[src/rtl/pe_array_seq_if.sv]
// Streamed configuration channel between the top-level controller and pe_array_seq.
// A beat transfers on a rising clock edge when cfg_valid and cfg_ready are both high.
interface pe_array_seq_if #(
    parameter int CFG_W = 32
);
    logic             cfg_valid;
    logic             cfg_ready;
    logic [CFG_W-1:0] cfg_data;
    logic             cfg_last;

    modport master (output cfg_valid, output cfg_data, output cfg_last, input cfg_ready);
    modport slave  (input cfg_valid, input cfg_data, input cfg_last, output cfg_ready);
endinterface

[src/rtl/pe_array_seq.sv]
// Config-load and run sequencer for a ROWS x COLS PE array (unit 0 of each row is the LSU).
// Optional performance counters are enabled with `define PE_ARRAY_SEQ_PERF_EN.
module pe_array_seq #(
    parameter int  ROWS   = 4,
    parameter int  COLS   = 3,
    parameter int  CFG_W  = 32,
    parameter int  ITER_W = 16,
    localparam int SEL_W  = ($clog2(COLS + 1) > 1) ? $clog2(COLS + 1) : 1
) (
    input  logic              clk,
    input  logic              rst,
    pe_array_seq_if.slave     cfg,
    input  logic              start,
    input  logic [ITER_W-1:0] iter_count,
    input  logic              stall,
    output logic [ROWS-1:0]   init_en,
    output logic [SEL_W-1:0]  init_sel,
    output logic [CFG_W-1:0]  pe_config,
    output logic [ROWS-1:0]   run_en,
    output logic [SEL_W-1:0]  run_sel,
    output logic              busy,
    output logic              done,
`ifdef PE_ARRAY_SEQ_PERF_EN
    output logic [31:0]       perf_run_cycles,
    output logic [31:0]       perf_stall_cycles,
`endif
    output logic              cfg_err
);
    localparam int ROW_W = ($clog2(ROWS) > 1) ? $clog2(ROWS) : 1;

    typedef enum logic [2:0] {
        ST_IDLE  = 3'd0,
        ST_LOAD  = 3'd1,
        ST_READY = 3'd2,
        ST_RUN   = 3'd3,
        ST_DONE  = 3'd4
    } state_t;

    function automatic logic [ROWS-1:0] row_onehot(input logic [ROW_W-1:0] row);
        row_onehot = ROWS'(1) << row;
    endfunction

    state_t            state_r, state_s;
    logic [ROW_W-1:0]  ld_row_r, ld_row_s, run_row_r, run_row_s, beat_row_s;
    logic [SEL_W-1:0]  ld_unit_r, ld_unit_s, run_unit_r, run_unit_s, beat_unit_s;
    logic [ITER_W-1:0] iter_left_r, iter_left_s;
    logic [ROWS-1:0]   init_en_r, init_en_s, run_en_r, run_en_s;
    logic [SEL_W-1:0]  init_sel_r, init_sel_s, run_sel_r, run_sel_s;
    logic [CFG_W-1:0]  pe_config_r, pe_config_s;
    logic              busy_r, done_r, cfg_err_r, cfg_err_s, live_r;
    logic              cfg_ready_s, accept_s, last_beat_s, start_acc_s;

    // live_r keeps cfg_ready low until the first clock after reset release
    assign cfg_ready_s = live_r && ((state_r == ST_IDLE) || (state_r == ST_LOAD) || (state_r == ST_READY));
    assign accept_s    = cfg.cfg_valid && cfg_ready_s;
    assign cfg.cfg_ready = cfg_ready_s;

    // Next-state and next-output computation for load and run sweeps
    always_comb begin
        state_s     = state_r;
        ld_row_s    = ld_row_r;
        ld_unit_s   = ld_unit_r;
        run_row_s   = run_row_r;
        run_unit_s  = run_unit_r;
        iter_left_s = iter_left_r;
        init_en_s   = '0;
        init_sel_s  = init_sel_r;
        pe_config_s = pe_config_r;
        run_en_s    = '0;
        run_sel_s   = run_sel_r;
        cfg_err_s   = cfg_err_r;
        start_acc_s = 1'b0;
        // A beat arriving outside LOAD always restarts the frame at beat 0
        beat_row_s  = (state_r == ST_LOAD) ? ld_row_r : ROW_W'(0);
        beat_unit_s = (state_r == ST_LOAD) ? ld_unit_r : SEL_W'(0);
        last_beat_s = (beat_row_s == ROW_W'(ROWS - 1)) && (beat_unit_s == SEL_W'(COLS));

        case (state_r)
            ST_IDLE, ST_LOAD, ST_READY: begin
                if (accept_s) begin
                    init_en_s   = row_onehot(beat_row_s);
                    init_sel_s  = beat_unit_s;
                    pe_config_s = cfg.cfg_data;
                    cfg_err_s   = (state_r == ST_LOAD) ? cfg_err_r : 1'b0;
                    if (last_beat_s) begin
                        if (cfg.cfg_last) begin
                            state_s = ST_READY;
                        end else begin
                            state_s   = ST_IDLE;
                            cfg_err_s = 1'b1;
                        end
                    end else if (cfg.cfg_last) begin
                        state_s   = ST_IDLE;
                        cfg_err_s = 1'b1;
                    end else begin
                        state_s = ST_LOAD;
                        if (beat_unit_s == SEL_W'(COLS)) begin
                            ld_unit_s = SEL_W'(0);
                            ld_row_s  = beat_row_s + ROW_W'(1);
                        end else begin
                            ld_unit_s = beat_unit_s + SEL_W'(1);
                            ld_row_s  = beat_row_s;
                        end
                    end
                end else if ((state_r == ST_READY) && start) begin
                    // A config beat in the same cycle wins: reloading invalidates the run
                    start_acc_s = 1'b1;
                    iter_left_s = iter_count;
                    run_row_s   = ROW_W'(0);
                    run_unit_s  = SEL_W'(0);
                    state_s     = (iter_count == ITER_W'(0)) ? ST_DONE : ST_RUN;
                end else begin
                    state_s = state_r;
                end
            end
            ST_RUN: begin
                if (!stall) begin
                    run_en_s  = row_onehot(run_row_r);
                    run_sel_s = run_unit_r;
                    if (run_unit_r == SEL_W'(COLS)) begin
                        run_unit_s = SEL_W'(0);
                        if (run_row_r == ROW_W'(ROWS - 1)) begin
                            run_row_s   = ROW_W'(0);
                            iter_left_s = iter_left_r - ITER_W'(1);
                            state_s     = (iter_left_r == ITER_W'(1)) ? ST_DONE : ST_RUN;
                        end else begin
                            run_row_s = run_row_r + ROW_W'(1);
                        end
                    end else begin
                        run_unit_s = run_unit_r + SEL_W'(1);
                    end
                end else begin
                    run_en_s = '0;
                end
            end
            ST_DONE: begin
                state_s = ST_READY;
            end
            default: begin
                state_s = ST_IDLE;
            end
        endcase
    end

    // State, counters and registered outputs
    always_ff @(posedge clk or negedge rst) begin
        if (!rst) begin
            state_r     <= ST_IDLE;
            live_r      <= 1'b0;
            ld_row_r    <= '0;
            ld_unit_r   <= '0;
            run_row_r   <= '0;
            run_unit_r  <= '0;
            iter_left_r <= '0;
            init_en_r   <= '0;
            init_sel_r  <= '0;
            pe_config_r <= '0;
            run_en_r    <= '0;
            run_sel_r   <= '0;
            busy_r      <= 1'b0;
            done_r      <= 1'b0;
            cfg_err_r   <= 1'b0;
        end else begin
            state_r     <= state_s;
            live_r      <= 1'b1;
            ld_row_r    <= ld_row_s;
            ld_unit_r   <= ld_unit_s;
            run_row_r   <= run_row_s;
            run_unit_r  <= run_unit_s;
            iter_left_r <= iter_left_s;
            init_en_r   <= init_en_s;
            init_sel_r  <= init_sel_s;
            pe_config_r <= pe_config_s;
            run_en_r    <= run_en_s;
            run_sel_r   <= run_sel_s;
            busy_r      <= (state_s == ST_LOAD) || (state_s == ST_RUN);
            done_r      <= (state_s == ST_DONE);
            cfg_err_r   <= cfg_err_s;
        end
    end

`ifdef PE_ARRAY_SEQ_PERF_EN
    logic [31:0] perf_run_r, perf_stall_r;

    // Saturating RUN-cycle counters, cleared by an accepted start
    always_ff @(posedge clk or negedge rst) begin
        if (!rst) begin
            perf_run_r   <= 32'd0;
            perf_stall_r <= 32'd0;
        end else if (start_acc_s) begin
            perf_run_r   <= 32'd0;
            perf_stall_r <= 32'd0;
        end else if (state_r == ST_RUN) begin
            if (stall) begin
                perf_stall_r <= (perf_stall_r == 32'hFFFF_FFFF) ? perf_stall_r : perf_stall_r + 32'd1;
            end else begin
                perf_run_r <= (perf_run_r == 32'hFFFF_FFFF) ? perf_run_r : perf_run_r + 32'd1;
            end
        end else begin
            perf_run_r   <= perf_run_r;
            perf_stall_r <= perf_stall_r;
        end
    end

    assign perf_run_cycles   = perf_run_r;
    assign perf_stall_cycles = perf_stall_r;
`endif

    assign init_en   = init_en_r;
    assign init_sel  = init_sel_r;
    assign pe_config = pe_config_r;
    assign run_en    = run_en_r;
    assign run_sel   = run_sel_r;
    assign busy      = busy_r;
    assign done      = done_r;
    assign cfg_err   = cfg_err_r;
endmodule

[src/flat_wrapper.sv]
// flat-port wrapper written by rule: the top's interface ports become plain ports
module pe_array_seq_flat 
#(
    parameter int  ROWS   = 4,
    parameter int  COLS   = 3,
    parameter int  CFG_W  = 32,
    parameter int  ITER_W = 16,
    localparam int SEL_W  = ($clog2(COLS + 1) > 1) ? $clog2(COLS + 1) : 1
)
  (clk, rst, start, iter_count, stall, init_en, init_sel, pe_config, run_en, run_sel, busy, done, cfg_err, cfg_cfg_valid, cfg_cfg_data, cfg_cfg_last, cfg_cfg_ready);
  pe_array_seq_if #(.CFG_W(CFG_W)) cfg_i ();
  input  logic clk;
  input  logic rst;
  input  logic start;
  input  logic [ITER_W-1:0] iter_count;
  input  logic stall;
  output logic [ROWS-1:0] init_en;
  output logic [SEL_W-1:0] init_sel;
  output logic [CFG_W-1:0] pe_config;
  output logic [ROWS-1:0] run_en;
  output logic [SEL_W-1:0] run_sel;
  output logic busy;
  output logic done;
  output logic cfg_err;
  input wire logic [$bits(cfg_i.cfg_valid)-1:0] cfg_cfg_valid;
  input wire logic [$bits(cfg_i.cfg_data)-1:0] cfg_cfg_data;
  input wire logic [$bits(cfg_i.cfg_last)-1:0] cfg_cfg_last;
  output wire logic [$bits(cfg_i.cfg_ready)-1:0] cfg_cfg_ready;
  assign cfg_i.cfg_valid = cfg_cfg_valid;
  assign cfg_i.cfg_data = cfg_cfg_data;
  assign cfg_i.cfg_last = cfg_cfg_last;
  assign cfg_cfg_ready = cfg_i.cfg_ready;
  pe_array_seq #(.ROWS(ROWS), .COLS(COLS), .CFG_W(CFG_W), .ITER_W(ITER_W)) u_core (.clk(clk), .rst(rst), .cfg(cfg_i), .start(start), .iter_count(iter_count), .stall(stall), .init_en(init_en), .init_sel(init_sel), .pe_config(pe_config), .run_en(run_en), .run_sel(run_sel), .busy(busy), .done(done), .cfg_err(cfg_err));
endmodule
[config.mk]
export PLATFORM = sky130hd
export DESIGN_NAME = pe_array_seq_flat
export DESIGN_NICKNAME = d
export VERILOG_FILES = /design/src/rtl/pe_array_seq_if.sv /design/src/rtl/pe_array_seq.sv /design/src/flat_wrapper.sv
export SDC_FILE = /design/constraint.sdc
export NUM_CORES = 1
export LEC_CHECK = 0
export BUFFER_PORTS_ARGS = -buffer_cell sky130_fd_sc_hd__buf_2
export CAP_MARGIN = 20
export CORE_ASPECT_RATIO = 0.6
export CORE_MARGIN = 1
export CORE_UTILIZATION = 40
export CTS_CLUSTER_SIZE = 40
export DETAILED_ROUTE_END_ITERATION = 16
export SLEW_MARGIN = 30
export SYNTH_ARGS = -nofsm -noshare
export SYNTH_HDL_FRONTEND = slang
export SYNTH_SLANG_ARGS = --single-unit
[constraint.sdc]
create_clock -name clk -period 3.75 [get_ports clk]
set_clock_uncertainty 0.1 [all_clocks]
set_input_delay 0.75 -clock clk [delete_from_list [all_inputs] [get_ports clk]]
set_output_delay 0.75 -clock clk [all_outputs]
set_load 0.01 [all_outputs]
==> reports/qor.json <==
{
  "clocking": {
    "max-clock-path-buffers": 2,
    "cts_htree_levels": 3,
    "cts.reportedPaths.clkPinSlew_ns": 0.05,
    "worstSkewPairLatency_ns": 0.33,
    "cts_tree": "done",
    "post_cts.repair.setup_buffers": 0,
    "clock_sinks": 75,
    "numCtsBuffers": 9,
    "root_buffer": "clkbuf_16",
    "cts_hold_repair.buffers": 0,
    "post_cts_resize_count": 0
  },
  "yosys": {
    "postSynthCellCount": 379,
    "yosys_warnings": 0,
    "synth_area_leader_cell": "dfrtp_1",
    "synth_fp_nets": 445,
    "number_of_flops_mapped_to_enable_cells_by_yosys": 0,
    "netlist_area_mm2": 0.00357,
    "synth_largest_type_area_fraction_pct": 52.6,
    "async_reset_ff_share_pct": 100,
    "most_instantiated_library_cell_after_synthesis": "nand2_1",
    "ys.flop_type": "dfrtp_1",
    "synth_sequential_area_ratio_pct": 52.6,
    "synth_top_cells_by_area": "dfrtp_1 53%, nand2_1 12%, ha_1 4.2%",
    "post_synthesis_area_per_instance_um2": 9.42,
    "synth_cell_type_count": 58,
    "ys_ff_latch": 75,
    "netlist_top_cells_count": "113 x nand2_1, 75 x dfrtp_1, 24 x nor2_1"
  },
  "route": {
    "total_iterations_of_the_first_detailed_routing_run": 4,
    "post-route-drc-count": 0,
    "route.final.wire_length_mm": 8.43,
    "route.antenna.remaining_nets": 0,
    "via_per_inst": 4.97,
    "drt_iter0_markers": 144,
    "vias": 2950,
    "routed_wire_length_per_instance_um": 14.2
  },
  "floorplan": {
    "initial_utilization_pct": 41.6,
    "site_row_count": 26,
    "die_area_mm2": 0.00932,
    "die_w_um": 124,
    "io_pins": 102,
    "floorplan.die.height_um": 75.2,
    "core_mm2": 0.00859
  },
  "sta": {
    "final.setup.tns_ns": 0,
    "final_count_of_hold_timing_violations": 0,
    "finalCritPeriodShare_pct": 66.1,
    "final-setup-viol-count": 0,
    "timing.final.max_slew_violations": 0,
    "unrepaired_setup_endpoints_after_global_routing": "no",
    "timing.slew.headroom_pct": 38.3,
    "clock.fmax_mhz": 403,
    "post-route-min-period_ns": 2.48,
    "worst_pin_slew_ns": 0.925
  },
  "worst_setup_path": {
    "crit_top_cell": "nand2_1",
    "highest_cell_delay_on_the_worst_timing_path_ns": 0.58,
    "crit_path_max_fanout": 9,
    "cp.arrival_ns": 2.58,
    "crit_path_slowest_cell": "nor3b_1",
    "worstSetupStartpointType": "flop",
    "cp.buffers_inverters": 1,
    "timing.critical_path.cells": "nor3b_1, nand2_1, inv_1, ha_1, nand2_1, nor3b_2, a21oi_1, nand3_1",
    "critPathTopFamily": "simple AND/OR/NAND/NOR gates",
    "cp-end-kind": "flop",
    "worst_ep_required_time_ns": 3.85,
    "worstSetupPathType": "flop to flop"
  },
  "place": {
    "hpwlAfterDp_mm": 5.90,
    "placer_congestion_estimate": 0.865,
    "placement.io_buffers": 101
  },
  "worst_hold_path": {
    "worstHoldPathType": "input port to asynchronous set/reset pin"
  },
  "finish": {
    "nNetsFinal": 542,
    "area.growth.synth_to_final_pct": 24.6,
    "final_core_utilization_pct": 51.8,
    "drive_above_1_share_pct": 28.5,
    "seq_area_mm2": 0.00188,
    "fillCellCount": 836,
    "antennaDiodeCount": 0,
    "multi_input_area_mm2": 0.00158
  },
  "outcome": {
    "run_status": "finished clean"
  },
  "grt": {
    "globalRouteTotalUtil_pct": 19.6,
    "grt_max_degree": 76,
    "globalRouteOverflowTotal": 0,
    "grt_pass1_wl_mm": 13.7,
    "antenna_found_initial": 0,
    "via_count_of_the_first_global_routing_pass": 2806
  },
  "power": {
    "power_leakage_nw": 2.27,
    "cellPowerDensity_mw_per_mm2": 776,
    "power.ir.vdd_worst_mv": 0.290
  },
  "job": {
    "max-cap-violations": 0
  }
}
==> where the power goes <==
part	switching, mW	total, mW	internal, mW	leakage (nW)
clock network	0.320	0.836	0.516	0.137
logic	0.741	1.25	0.511	1.20
registers	0.231	1.37	1.13	0.934
==> per-stage QoR <==
stage                     setup WS, ns  cell area (um^2)  std cells  total power, mW  hold slack [ns]
after global routing              1.05              4450        593             3.74            0.381
final                             1.27              4450        593             3.45            0.327
after floorplan                   1.63              3570        379             2.19            0.354
after global placement            1.32              4160        577             2.59            0.352
after detailed placement          1.22              4160        577             2.63            0.357
after CTS                         1.28              4440        593             3.49            0.372
==> cell families after synthesis <==
logic type | share of synthesized area, %
flops | 52.6
other cells | 0.105
simple gates | 23.9
xor+xnor | 0.245
compound gates | 13.5
mux | 2.14
buf+inv | 3.26
fa+ha+maj | 4.21
==> layout by cell type, fill, tap and decap left out, drive strengths merged, types with 2 or more instances in the layout <==
cell	synthesis	routed
nor4	5	5
or2	2	2
a22o	3	3
or4	3	3
nand2b	4	4
nor2	24	24
a2bb2oi	2	2
clkbuf	12	12
clkinv	0	2
buf	6	104
o2bb2ai	2	2
dfrtp	75	75
nor3	2	2
nand4	2	2
ha	12	12
nand3	6	6
inv	8	8
and2	12	12
and3	2	2
o21ai	20	20
nand2	113	113
nor3b	2	2
mux2i	2	2
a21o	3	3
a21oi	24	24
a22oi	3	3
or3	2	2
o22ai	5	5
o32ai	2	2
and4bb	2	2
mux2	5	5
==> cell type report <==
| class | count | area share [%] |
|---|---|---|
| Clock buffer | 12 | 5.32 |
| Clock inverter | 4 | 1.15 |
| Inverter | 8 | 0.675 |
| Multi-Input combinational cell | 278 | 35.5 |
| Sequential cell | 75 | 42.2 |
| Tap cell | 112 | 3.15 |
| Timing Repair Buffer | 104 | 12.0 |
==> metal layers <==
metal / vias up / global-route usage [%] / routed length, um
li1: 1477 / - / -
met1: 1355 / 28.2 / 4160
met2: 109 / 26.7 / 3390
met3: 9 / 8.03 / 803
met4: 0 / 5.56 / 74
met5: - / 0 / 0
==> path summary, 6_finish.rpt <==
kind / from / to / slack, ns / cells after the start
max: u_core.state_r[0] / u_core.state_r[0] / 1.27 / 8
min: rst / u_core.run_row_r[0] / 0.33 / 1
max reg2reg: u_core.state_r[0] / u_core.state_r[0] / 1.27 / 8
min reg2reg: u_core.pe_config[14] / u_core.pe_config[14] / 0.36 / 2
max in group asynchronous: rst / u_core.iter_left_r[0] / 2.73 / 1
min in group clk: u_core.pe_config[14] / u_core.pe_config[14] / 0.36 / 2
==> sequential cells by signal, summed over array words and instances, names as in the netlist, 3 cells and up <==
register            flops
u_core.init_en          4
u_core.iter_left_r     16
u_core.pe_config       32
u_core.run_en           4
u_core.state_r          3
(Power assumes the default switching activity.)
